[config.mk]
export PLATFORM = sky130hd
export DESIGN_NAME = inst_sequencer
export DESIGN_NICKNAME = d
export VERILOG_FILES = /design/src/rtl/inst_sequencer.sv
export SDC_FILE = /design/constraint.sdc
export NUM_CORES = 1
export LEC_CHECK = 0
export BUFFER_PORTS_ARGS = -buffer_cell sky130_fd_sc_hd__buf_2
export CORE_UTILIZATION = 35
export CTS_CLUSTER_SIZE = 20
export DETAILED_ROUTE_END_ITERATION = 6
export GPL_TIMING_DRIVEN = 0
export PLACE_DENSITY = 0.48
export RECOVER_POWER = 50
export SLEW_MARGIN = 20
export SYNTH_ARGS = -nofsm -noshare
export SYNTH_HDL_FRONTEND = slang
export SYNTH_SLANG_ARGS = --single-unit
export TNS_END_PERCENT = 50
[constraint.sdc]
create_clock -name clk -period 15.9 [get_ports clk]
set_clock_uncertainty 0.15 [all_clocks]
set_input_delay 3.18 -clock clk [delete_from_list [all_inputs] [get_ports clk]]
set_output_delay 3.18 -clock clk [all_outputs]
set_load 0.01 [all_outputs]
[src/rtl/inst_sequencer.sv]
// Programmable instruction sequencer for the PE control decoder.
// The host loads a small program while the block is idle. The block then
// issues one instruction per cycle and repeats the program for the
// programmed number of passes. A LOAD opcode waits for upstream data.
// After the final issue the block waits out the decoder write-back latency
// and then pulses done.
module inst_sequencer #(
  parameter int INST_WIDTH = 64,
  parameter int DEPTH      = 16,
  parameter int ADDR_W     = 4,
  parameter int WB_LAT     = 6
) (
  input  logic                  clk,
  input  logic                  rst_n,
  input  logic                  prog_we,
  input  logic [ADDR_W-1:0]     prog_addr,
  input  logic [INST_WIDTH-1:0] prog_data,
  input  logic [ADDR_W:0]       prog_len,
  input  logic [7:0]            loops,
  input  logic                  start,
  input  logic                  abort,
  input  logic                  ld_valid,
  output logic                  ld_ready,
  output logic                  inst_v,
  output logic [INST_WIDTH-1:0] inst,
  output logic                  busy,
  output logic                  done,
  output logic [7:0]            pass_cnt
);

  localparam int DW = $clog2(WB_LAT + 1);

  typedef enum logic [1:0] {S_IDLE, S_ISSUE, S_DRAIN, S_DONE} state_e;

  state_e                state_q, state_d;
  logic [ADDR_W-1:0]     pc_q, pc_d;
  logic [ADDR_W:0]       len_q, len_d;
  logic [7:0]            loops_q, loops_d;
  logic [7:0]            pass_q, pass_d;
  logic [DW-1:0]         drain_q, drain_d;
  logic [INST_WIDTH-1:0] inst_q, inst_d;
  logic                  inst_v_q, inst_v_d;
  logic                  done_q, done_d;

  logic [INST_WIDTH-1:0] mem [DEPTH];
  logic [INST_WIDTH-1:0] cur;
  logic                  is_load, issue, last_inst, last_pass;

  assign busy      = (state_q != S_IDLE);
  assign cur       = mem[pc_q];
  assign is_load   = (cur[31:29] == 3'b000);
  // A LOAD issues only when upload data is present. Abort overrides any issue.
  assign issue     = (state_q == S_ISSUE) && !abort && (!is_load || ld_valid);
  assign ld_ready  = issue && is_load;
  assign last_inst = ({1'b0, pc_q} == (len_q - 1'b1));
  assign last_pass = (pass_q == (loops_q - 8'd1));

  assign inst_v   = inst_v_q;
  assign inst     = inst_q;
  assign done     = done_q;
  assign pass_cnt = pass_q;

  // Program memory is written only while idle. It has no reset.
  always_ff @(posedge clk) begin
    if (prog_we && !busy) mem[prog_addr] <= prog_data;
  end

  // State register and registered outputs.
  always_ff @(posedge clk or negedge rst_n) begin
    if (!rst_n) begin
      state_q  <= S_IDLE;
      pc_q     <= '0;
      len_q    <= '0;
      loops_q  <= '0;
      pass_q   <= '0;
      drain_q  <= '0;
      inst_q   <= '0;
      inst_v_q <= 1'b0;
      done_q   <= 1'b0;
    end else begin
      state_q  <= state_d;
      pc_q     <= pc_d;
      len_q    <= len_d;
      loops_q  <= loops_d;
      pass_q   <= pass_d;
      drain_q  <= drain_d;
      inst_q   <= inst_d;
      inst_v_q <= inst_v_d;
      done_q   <= done_d;
    end
  end

  // Next-state logic. Abort is checked first and wins over start and issue.
  always_comb begin
    state_d  = state_q;
    pc_d     = pc_q;
    len_d    = len_q;
    loops_d  = loops_q;
    pass_d   = pass_q;
    drain_d  = drain_q;
    inst_d   = inst_q;
    inst_v_d = 1'b0;
    done_d   = 1'b0;
    if (abort) begin
      state_d = S_IDLE;
    end else begin
      unique case (state_q)
        S_IDLE: begin
          if (start) begin
            if (prog_len != '0) begin
              len_d   = prog_len;
              loops_d = (loops == 8'd0) ? 8'd1 : loops;
              pc_d    = '0;
              pass_d  = '0;
              state_d = S_ISSUE;
            end else begin
              done_d = 1'b1;
            end
          end
        end
        S_ISSUE: begin
          if (issue) begin
            inst_v_d = 1'b1;
            inst_d   = cur;
            if (last_inst) begin
              if (last_pass) begin
                state_d = S_DRAIN;
                drain_d = DW'(WB_LAT);
              end else begin
                pc_d   = '0;
                pass_d = pass_q + 8'd1;
              end
            end else begin
              pc_d = pc_q + 1'b1;
            end
          end
        end
        S_DRAIN: begin
          drain_d = drain_q - 1'b1;
          if (drain_q == DW'(1)) begin
            state_d = S_DONE;
            done_d  = 1'b1;
          end
        end
        S_DONE: state_d = S_IDLE;
        default: state_d = S_IDLE;
      endcase
    end
  end

endmodule

======== Yosys cells after proc, flatten, opt, wreduce, memory -nomap -nowiden ========
Memories as Yosys holds them, arrays and structs flattened.
Cells that the tools add are included.
W data, S select, Z words.
word-level totals
  word-level logic and storage cells ...... 91
  input bits .............................. 87
  register bits ........................... 96
  memory bits (writable) .................. 1024
  output and inout port bits .............. 76
  memories ................................ 1
memory list
  name  words  width  read ports  clocked after Yosys merged registers in  wr ports  line  RTL
  mem   16     64     1           0                                        1         45    logic [INST_WIDTH-1:0] mem [DEPTH];
operators by class
  add/subtract/negate cells ............... 5
  bitwise gates (word level) .............. 1
  equal/unequal tests ..................... 19
  reductions and logical operators ........ 21
  muxes and demuxes ....................... 35
operators with widths
  cell                   number
  $mux W8                6
  $ne A3 B3 Y1 const B   7
  $mux W4                5
  $pmux W8 S2            1
  $mux W2                7
  $ne A2 B2 Y1 const B   6
  $reduce_and A6 Y1      2
  $mux W1                9
  $mux W3                3
  $add A8 B1 Y8 const B  1
  $eq A8 B8 Y1           1
  $logic_not A8 Y1       1
  $pmux W2 S4            1
  $pmux W4 S2            1
  $sub A8 B1 Y8 const B  1
  $reduce_and A7 Y1      1
  $pmux W3 S2            1
  $reduce_bool A2 Y1     3
  $eq A4 B5 Y1           1
  $reduce_and A5 Y1      1
  $reduce_bool A5 Y1     1
  $sub A5 B1 Y5 const B  1
  $add A4 B1 Y4 const B  1
  $eq A2 B2 Y1 const B   2
  other kinds (12)       17

======== Depth between registers and ports, before layout ========
Gate-level depths: netlist of the first run.
An unclocked memory read counts as a cell.
  word-level depth ........................ 8
  gate-level depth with buffers ........... 13
  depth with buffers taken out ............ 9

======== Worst setup path after synthesis of the first run ========
OpenSTA, ideal clock, no wires.
  kind .................................... input port to flip-flop
  start ................................... input port prog_addr[2]
  end ..................................... memory mem[0][0] (enable)
  arrival time ............................ 7.964 ns
  stages on the path ...................... 2
  library setup time ...................... 0.565 ns
  buffers on the path ..................... 0
  slack ................................... 7.221 ns
  required time ........................... 15.185 ns
  cells stage by stage .................... or3_1 nor3_1
RTL lines
  element      line  RTL
  from (decl)  16    input logic [ADDR_W-1:0] prog_addr,
  to (decl)    45
No word-level cell before the write port.

==> qor.txt, run 1 <==
RR Endpoint: inst[51]
Hold Path Class: reg2reg
global route overflow: 0
IO Port Bufs: 161
CP bufs+invs: 2
Antenna Violating Nets Remaining: 0
hold depth: 2
leakage: 16.9 nW
VDD IR-drop max: 0.000107 V
nets@finish: 2,503
share of cells above drive strength 1: 0.313
failing checks: capacitance limit, slew limit
hold_buf cts: 0
M1 GR Usage: 0.252
crit-path most repeated cell: clkbuf_1
Max clock buf depth: 3
Critical Path AT: 8.11 ns
Cells after Synth: 2,024
routed via count: 21.4k
asr flop ratio synth: 0.0857
commonest non-fill, non-tap cell in the layout: edfxtp_1
pre-CTS WS: 7.62 ns
Register Area: 33,200 sq um
Crit. path cell count: 2
core area: 122,000 sq um
flop2flop setup slack: 11.80 ns
final hold vios: 0
Power Dens Cells: 156 nW/um^2
DIE WIDTH: 353 um
vias in the first global route: 22.8k
Tot GR Track Use: 0.182
Routed WL per cell: 27.3 um
post-synthesis sequential area ratio: 0.768
Clock Root Buffer: clkbuf_16
Hold Path End: inst[1]
Post-synth EDFFs: 1,024
met2 GRT Util: 0.298
Crit path max-delay family: buffers and inverters
area leader, netlist: edfxtp_1
worst r2r path cells: 8
Hold WS: 0.321 ns
CP Class: in2async
busiest metal layer after global routing: met2
Worst EP required: 15.75 ns
Final Cycle Share: 0.520
Max stage delay on crit path: 2.63 ns
min setup slack post-route: 7.63 ns
post-cts sizing count: 0
Post-DP HPWL: 76,200 um
worst r2r src: pc_q[1]
Clock transition at path regs: 0.06 ns
distinct cell type count after synthesis: 63
multi-input combinational cell area: 9490 sq um
routability cong.: 0.778
top area cells in the synthesized netlist: edfxtp_1 (71%), mux4_2 (15%), dfrtp_1 (5.6%)
CTS tree: done
max_slew headroom: -1.37
first-pass GRT wire length: 162,000 um
initial antenna violation count: 12
P&R area growth vs syn: 19.7%
H-tree depth: 3
post-CTS setup buffer count: 0
drt pass-1 iters: 5
vias per inst: 5.17
clk_lat worst skew: 0.72 ns
maximum number of pins on one net before global-route repair: 51
# DRC: 0
DR iter-0 viols: 2,056
worst hold start: inst[1]
Seq cells post-synth: 1,120
Placed Area: 47,800 sq um
Critical Path, Cell by Cell: clkbuf_1 > clkbuf_1
commonest non-fill, non-tap cells in the layout: edfxtp_1 (1,024), mux4_2 (289), nand2_1 (209)
setup TNS: 0 ns
met3 Usage GRT: 0.0338
Syn Std Cell Area: 43,100 sq um
status: complete, but fails checks
top cell type's share of synthesized area: 0.713
maxcap violations: 3
Yosys Warn Count: 0
Worst path slowest cell: clkbuf_1
Mapped Nets: 2,120
die footprint: 125,000 sq um
count of clock tree sinks: 1,120
Die Span Y: 353 um
row count: 128
crit path launch type: primary input
total wire length: 113,000 um
design area: 51,700 sq um
IO Count: 163
CTS buffer count: 119
Starting Density: 0.354
RSZ-0062 raised after global routing: false
min Tclk post-route: 8.27 ns
Post-synth top flop: edfxtp_1
Fmax: 121 MHz
Slew @ Worst Pin: 3.55 ns
maximum fanout along the worst path: 50
Fill cells: 10.7k
fin. max-slew vios: 114
final setup fails: 0
crit end category: asynchronous set/reset pin
Avg Inst Size Synth: 21.3 sq um
logic make-up after synthesis:
logic type	after synthesis	synth area share
fa+ha+maj	9	0.00261
mux	332	0.162
xor+xnor	15	0.00305
compound gates	111	0.0182
flops	1120	0.768
simple gates	315	0.0325
buf+inv	122	0.0133
flip-flops by register name, indices dropped and copies added (netlist names):
name and flops:
state_q 2, pass_cnt 8, mem 1024, drain_q 3, inst_v 1, pc_q 4
loops_q 8, inst 64, len_q 5, done 1
metal layers:
metal | wire length, um | vias up
met5 | 104 | -
li1 | - | 9110
met4 | 2280 | 16
met3 | 6660 | 179
met2 | 54800 | 670
met1 | 49100 | 11452
through the flow:
| stage | std cells | power [mW] | utilization |
|---|---|---|---|
| after floorplan | 2024 | 4.73 | - |
| after global placement | 3810 | 5.34 | 0.377 |
| after detailed placement | 3911 | 5.38 | 0.392 |
| after CTS | 4139 | 8.18 | 0.425 |
| after global routing | 4139 | 8.40 | 0.423 |
| final | 4142 | 8.06 | 0.423 |
cell usage after synthesis, types with 2 or more instances:
| library cell | instances |
|---|---|
| a22oi_1 | 18 |
| nand3_1 | 12 |
| clkbuf_1 | 42 |
| nand4b_1 | 2 |
| nand4_1 | 8 |
| o22ai_1 | 2 |
| mux2_2 | 40 |
| edfxtp_1 | 1024 |
| nor4_1 | 2 |
| dfrtp_1 | 96 |
| or3_1 | 2 |
| nand2b_1 | 8 |
| nand2_1 | 209 |
| a41o_1 | 2 |
| o22a_1 | 3 |
| mux4_2 | 289 |
| xnor2_1 | 9 |
| nor3_1 | 10 |
| or2_2 | 3 |
| buf_1 | 8 |
| o211ai_1 | 5 |
| nor3b_1 | 2 |
| nor2b_1 | 7 |
| o211a_1 | 2 |
| buf_6 | 5 |
| and2_1 | 2 |
| o21ai_0 | 37 |
| inv_1 | 19 |
| o221ai_1 | 15 |
| a21o_1 | 5 |
| xor2_1 | 6 |
| ha_1 | 9 |
| and3_1 | 7 |
| buf_2 | 45 |
| mux2i_1 | 2 |
| a21oi_1 | 10 |
| or4_1 | 2 |
| nor2_1 | 30 |
tightest hold or removal path: stages (launching register included):
cell     delay (ns)
dfrtp_1        0.33
nand2_1        0.05
nand2_1        0.06
worst max path at each step:
stage / from / slack, ns / end
floorplan: prog_addr[2] / 7.22 / mem[0][0]
finish: rst_n / 7.63 / inst[36]
CTS: ld_valid / 7.62 / ld_ready
global route: rst_n / 6.47 / inst[36]
global placement: prog_addr[2] / 0.01 / mem[0][37]
detailed placement: ld_valid / 7.62 / ld_ready
cell type report:
cell class	count	area share
Multi-Input combinational cell	782	0.184
Inverter	20	0.00150
Timing Repair Buffer	262	0.0463
Clock buffer	167	0.0650
Antenna cell	3	0.000145
Buffer	102	0.00971
Clock inverter	61	0.0125
Tap cell	1625	0.0394
Sequential cell	1120	0.642
power breakdown:
part / switching, mW / internal [mW]
clock network: 1.15 / 1.64
registers: 0.101 / 3.39
logic: 0.970 / 0.811
No activity file was read; power rests on OpenSTA's default activity.
==> run 2: changes to the inputs <==
clock period = 8.51 ns   (was 15.9 ns; I/O delays follow)
==> qor.txt, run 2 (synthesis results as in run 1) <==
Worst EP required: 6.66 ns (-9.09 ns)
Post-Place Cells: 3,911 (unchanged)
IO Count: 163 (unchanged)
hold_buf cts: 0 (unchanged)
Critical Path, Cell by Cell: buf_6 > buf_12 > mux4_2 > a22oi_1 > and3_1 > and3_4 > or3_4 > buf_6 > buf_2 > nor2_1 > buf_2
min setup slack post-route: 2.85 ns (-4.79 ns)
Hold WS: 0.321 ns (unchanged)
Fill cells: 10.7k (-0.019%)
routed via count: 21.4k (-0.014%)
Critical Path AT: 3.81 ns (-4.30 ns)
vias in the first global route: 22.8k (unchanged)
IO Port Bufs: 161 (unchanged)
H-tree depth: 3 (unchanged)
Worst path slowest cell: mux4_2
min Tclk post-route: 5.66 ns
core area: 122,000 sq um (unchanged)
Max stage delay on crit path: 0.51 ns (-2.12 ns)
# DRC: 0 (unchanged)
Tot GR Track Use: 0.182 (unchanged)
maximum fanout along the worst path: 10 (-80%)
post-CTS setup buffer count: 0 (unchanged)
die footprint: 125,000 sq um (unchanged)
max_slew headroom: -1.24 (+0.129)
crit path launch type: flip-flop
initial antenna violation count: 12 (unchanged)
maximum number of pins on one net before global-route repair: 51 (unchanged)
maxcap violations: 2 (-1)
DR iter-0 viols: 2,056 (unchanged)
global route overflow: 0 (unchanged)
status: complete, but fails checks
Fmax: 177 MHz
clk_lat worst skew: 0.72 ns (about the same)
Post-DP HPWL: 76,200 um (unchanged)
DIE WIDTH: 353 um (unchanged)
commonest non-fill, non-tap cells in the layout: edfxtp_1 (1,024), mux4_2 (289), nand2_1 (209)
Die Span Y: 353 um (unchanged)
vias per inst: 5.17 (about the same)
row count: 128 (unchanged)
total wire length: 113,000 um (about the same)
Placed Area: 47,800 sq um (unchanged)
pre-CTS WS: 3.19 ns (-4.43 ns)
drt pass-1 iters: 5 (unchanged)
Antenna Violating Nets Remaining: 0 (unchanged)
CP Class: reg2out
Slew @ Worst Pin: 3.36 ns (-0.194 ns)
first-pass GRT wire length: 162,000 um (unchanged)
Final Cycle Share: 0.665
Starting Density: 0.354 (unchanged)
post-cts sizing count: 0 (unchanged)
nets@finish: 2,503 (unchanged)
fin cells: 4,141 (-0.024%)
failing checks: capacitance limit, slew limit
RSZ-0062 raised after global routing: false
Biggest register: mem
Clock Root Buffer: clkbuf_16
multi-input combinational cell area: 9490 sq um (unchanged)
max FFs per register: 1,024 (unchanged)
Clock transition at path regs: 0.06 ns (about the same)
CTS buffer count: 119 (unchanged)
crit end category: output port
share of cells above drive strength 1: 0.313 (+0.000398)
post-layout util: 0.423 (about the same)
VDD IR-drop max: 0.000200 V (+87%)
Power Dens Cells: 292 nW/um^2 (+87%)
P&R area growth vs syn: 19.8% (about the same)
fin. max-slew vios: 65 (-43%)
Max clock buf depth: 3 (unchanged)
count of clock tree sinks: 1,120 (unchanged)
commonest non-fill, non-tap cell in the layout: edfxtp_1
routability cong.: 0.778 (unchanged)
design area: 51,700 sq um (about the same)
leakage: 16.9 nW (about the same)
final hold vios: 0 (unchanged)
Routed WL per cell: 27.3 um (about the same)
final setup fails: 0 (unchanged)
CTS tree: done
Hold Path Class: reg2reg
Register Area: 33,200 sq um (unchanged)
## run 2: changes by cell type in the layout (fill, tap and decap cells not counted)
cell / delta
diode_2: -1
clkbuf_1: -1
buf_16: +1
## run 2: worst max-delay path: cells and delay by family (launching register included)
kind	cells	cell delay, ns
mux	1	0.51
simple gates	4	0.77
flops	1	0.44
compound gates	1	0.18
buf+inv	5	1.20
## run 2: final timing paths
path	startpoint	to	slack, ns	depth (start not counted)
min reg2reg	inst[1]	inst[1]	0.32	2
max in group asynchronous	rst_n	inst[37]	4.28	1
min in group asynchronous	rst_n	loops_q[3]	1.99	1
max	pc_q[0]	ld_ready	2.85	11
max reg2reg	pc_q[1]	inst[51]	4.41	8
min	inst[1]	inst[1]	0.32	2
## run 2: power by group
group          internal, mW  switching, mW  leakage, nW
sequential             6.34          0.188         10.4
combinational          1.52           1.81         4.48
clock                  3.06           2.15         1.98
## run 2: through the flow
stage | TNS [ns] | total power, mW
after detailed placement | 0 | 10.1
final | 0 | 15.1
after floorplan | 0 | 8.83
after global routing | 0 | 15.7
after global placement | -2253.08 | 9.97
after CTS | 0 | 15.3
## run 2: area by class of cell
class                           instances  share of cell area
Antenna cell                            2           0.0000968
Buffer                                102             0.00971
Multi-Input combinational cell        782               0.184
Sequential cell                      1120               0.642
Timing Repair Buffer                  262              0.0468
Clock buffer                          167              0.0650
Clock inverter                         61              0.0125
Tap cell                             1625              0.0393
Inverter                               20             0.00150
## run 2: per-layer routing
layer / vias up / share of wire / GRT usage
li1: 9112 / - / -
met1: 11453 / 0.44 / 0.252
met2: 664 / 0.49 / 0.298
met3: 179 / 0.058 / 0.0338
met4: 16 / 0.020 / 0.0402
met5: - / 0.00092 / 0
==> run 3: changes to the inputs <==
ABC_AREA = 1   (was unset)
clock period = 5.9 ns   (was 8.51 ns; I/O delays follow)
==> qor.txt, run 3 <==
Final Cycle Share: 0.811
Avg Inst Size Synth: 13.2 sq um (-38%)
IO Port Bufs: 161 (unchanged)
Worst path slowest cell: inv_1
Routed WL per cell: 27.5 um (+0.78%)
Die Span Y: 356 um (+0.95%)
row count: 129 (+0.78%)
DIE WIDTH: 356 um (+0.95%)
vias per inst: 5.42 (+4.8%)
# DRC: 0 (unchanged)
top-count cell post-synth: edfxtp_1
routability cong.: 0.812 (+4.4%)
DR iter-0 viols: 2,884 (+40%)
count of clock tree sinks: 1,120 (unchanged)
core area: 124,000 sq um (+1.7%)
failing checks: capacitance limit, slew limit
Worst EP required: 4.57 ns (-2.09 ns)
die footprint: 127,000 sq um (+1.9%)
worst r2r path cells: 10 (+2)
Max clock buf depth: 3 (unchanged)
max_slew headroom: -0.827 (+0.412)
hold depth: 2 (unchanged)
final setup fails: 0 (unchanged)
Critical Path, Cell by Cell: buf_2 > inv_1 > nand2_1 > nor2_1 > nand2_1 > nand2_1 > nor2_2 > nand2_1 > nand2_4 > buf_2 > nor2_1 > nand2_1 > inv_1 > buf_2
CTS tree: done
VDD IR-drop max: 0.000242 V (+21%)
Yosys Warn Count: 0 (unchanged)
crit-path most repeated cell: nand2_1
Post-DP HPWL: 100,000 um (+32%)
top area cells in the synthesized netlist: edfxtp_1 (70%), o21ai_0 (5.7%), dfrtp_1 (5.5%)
max FFs per register: 1,024 (unchanged)
Clock transition at path regs: 0.06 ns (about the same)
first-pass GRT wire length: 210,000 um (+29%)
flop2flop setup slack: 2.41 ns (-2.00 ns)
hold_buf cts: 0 (unchanged)
leakage: 17.4 nW (+2.8%)
final hold vios: 0 (unchanged)
crit path launch type: flip-flop
Mapped Nets: 3,421 (+61%)
min setup slack post-route: 1.12 ns (-1.73 ns)
Worst Setup SP: pc_q[3]
Starting Density: 0.354 (+0.000730)
Tot GR Track Use: 0.233 (+0.0509)
initial antenna violation count: 14 (+2)
status: complete, but fails checks
RR Endpoint: inst[41]
commonest non-fill, non-tap cells in the layout: edfxtp_1 (1,024), nor2_1 (614), o21ai_0 (503)
Critical Path AT: 3.45 ns (-0.36 ns)
Slew @ Worst Pin: 2.74 ns (-0.618 ns)
routed via count: 29.3k (+37%)
vias in the first global route: 28.8k (+26%)
total power: 23.5 mW (+56%)
distinct cell type count after synthesis: 39 (-38%)
min Tclk post-route: 4.78 ns
Antenna Violating Nets Remaining: 0 (unchanged)
post-CTS setup buffer count: 0 (unchanged)
worst r2r src: pc_q[1]
Hold Path Class: reg2reg
Cells after Synth: 3,325 (+64%)
total wire length: 149,000 um (+32%)
maximum fanout along the worst path: 10 (unchanged)
Post-synth EDFFs: 1,024 (unchanged)
Fill cells: 11.6k (+7.8%)
post-synthesis sequential area ratio: 0.754 (-0.0145)
drt pass-1 iters: 7 (+2)
Biggest register: mem
asr flop ratio synth: 0.0857 (unchanged)
global route overflow: 0 (unchanged)
area leader, netlist: edfxtp_1
H-tree depth: 3 (unchanged)
Max stage delay on crit path: 0.41 ns (-0.10 ns)
top cell type's share of synthesized area: 0.699 (-0.0134)
CP Class: reg2out
pre-CTS WS: 1.82 ns (-1.36 ns)
Fmax: 209 MHz
crit end category: output port
maxcap violations: 3 (+1)
post-cts sizing count: 0 (unchanged)
maximum number of pins on one net before global-route repair: 57 (+12%)
post-layout util: 0.420 (-0.00315)
fin. max-slew vios: 112 (+72%)
Worst Setup EP: ld_ready
Post-synth top flop: edfxtp_1
share of cells above drive strength 1: 0.113 (-0.200)
IO Count: 163 (unchanged)
Commonest cells post-synth: edfxtp_1 (1,024), nor2_1 (622), o21ai_0 (503), nand2_1 (260), clkbuf_1 (167)
P&R area growth vs syn: 18.6%
nets@finish: 3,765 (+50%)
Clock Root Buffer: clkbuf_16
clk_lat worst skew: 0.73 ns (about the same)
Power Dens Cells: 451 nW/um^2 (+55%)
Hold WS: 0.322 ns (+0.00124 ns)
Syn Std Cell Area: 44,000 sq um (+1.9%)
CTS buffer count: 116 (-2.5%)
RSZ-0062 raised after global routing: false
commonest non-fill, non-tap cell in the layout: edfxtp_1
Seq cells post-synth: 1,120 (unchanged)
-- run 3: cell count changes after synthesis, sizes merged, moves of 47 or more --
cell	delta
nand2	+56
inv	+47
mux4	-289
o221ai	+110
o21ai	+491
clkbuf	+125
nor2	+594
o211ai	+67
o22ai	+103
nand3	+70
-- run 3: worst max-delay path, delay by kind of cell (launching register included) --
family | cells | cell delay (ns)
buffers and inverters | 5 | 1.30
and+or+nand+nor | 9 | 1.09
DFF | 1 | 0.31
-- run 3: power by group --
group | leakage (nW) | switching [mW] | internal (mW)
sequential | 10.4 | 0.281 | 9.10
combinational | 5.04 | 4.82 | 1.70
clock | 1.94 | 3.15 | 4.48
total | 17.4 | 8.25 | 15.3
-- run 3: per-layer routing --
metal | vias up | GRT usage | wire, um
li1 | 13107 | - | -
met3 | 260 | 0.0414 | 10100
met4 | 16 | 0.0710 | 4140
met2 | 1098 | 0.387 | 71700
met5 | - | 0 | 96
met1 | 14858 | 0.308 | 62800
-- run 3: cell type report --
| cell class | count | area (sq um) | share of cell area |
|---|---|---|---|
| flip-flops and latches | 1120 | 33200 | 0.635 |
| multi-input cells | 1909 | 9660 | 0.185 |
| clock buffers | 165 | 3330 | 0.0638 |
| repair buffers | 226 | 2130 | 0.0409 |
| well taps | 1637 | 2050 | 0.0393 |
| plain buffers | 228 | 971 | 0.0186 |
| clock inverters | 54 | 613 | 0.0118 |
| inverters | 68 | 256 | 0.00492 |
| diodes | 4 | 10.0 | 0.000192 |
-- run 3: kinds of logic after synthesis --
logic type	Yosys count	share of synthesized area
fa+ha+maj	9	0.00256
buf+inv	296	0.0278
simple gates	989	0.0884
compound gates	895	0.124
xor+xnor	16	0.00319
flops	1120	0.754
-- run 3: how the worst min path moves through the flow --
stage | startpoint | endpoint | slack [ns]
global placement | inst[9] | inst[9] | 0.31
detailed placement | drain_q[1] | drain_q[1] | 0.31
global route | drain_q[1] | drain_q[1] | 0.34
floorplan | drain_q[1] | drain_q[1] | 0.29
CTS | rst_n | pass_cnt[2] | 0.17
finish | inst[20] | inst[20] | 0.32
-- run 3: per-stage QoR --
stage	cell area [sq um]	instances	TNS, ns
global placement	46800	5123	-2787.24
finish	52200	5411	0
detailed placement	48400	5188	0
CTS	52400	5407	0
global route	52200	5408	0
floorplan	44000	3325	0
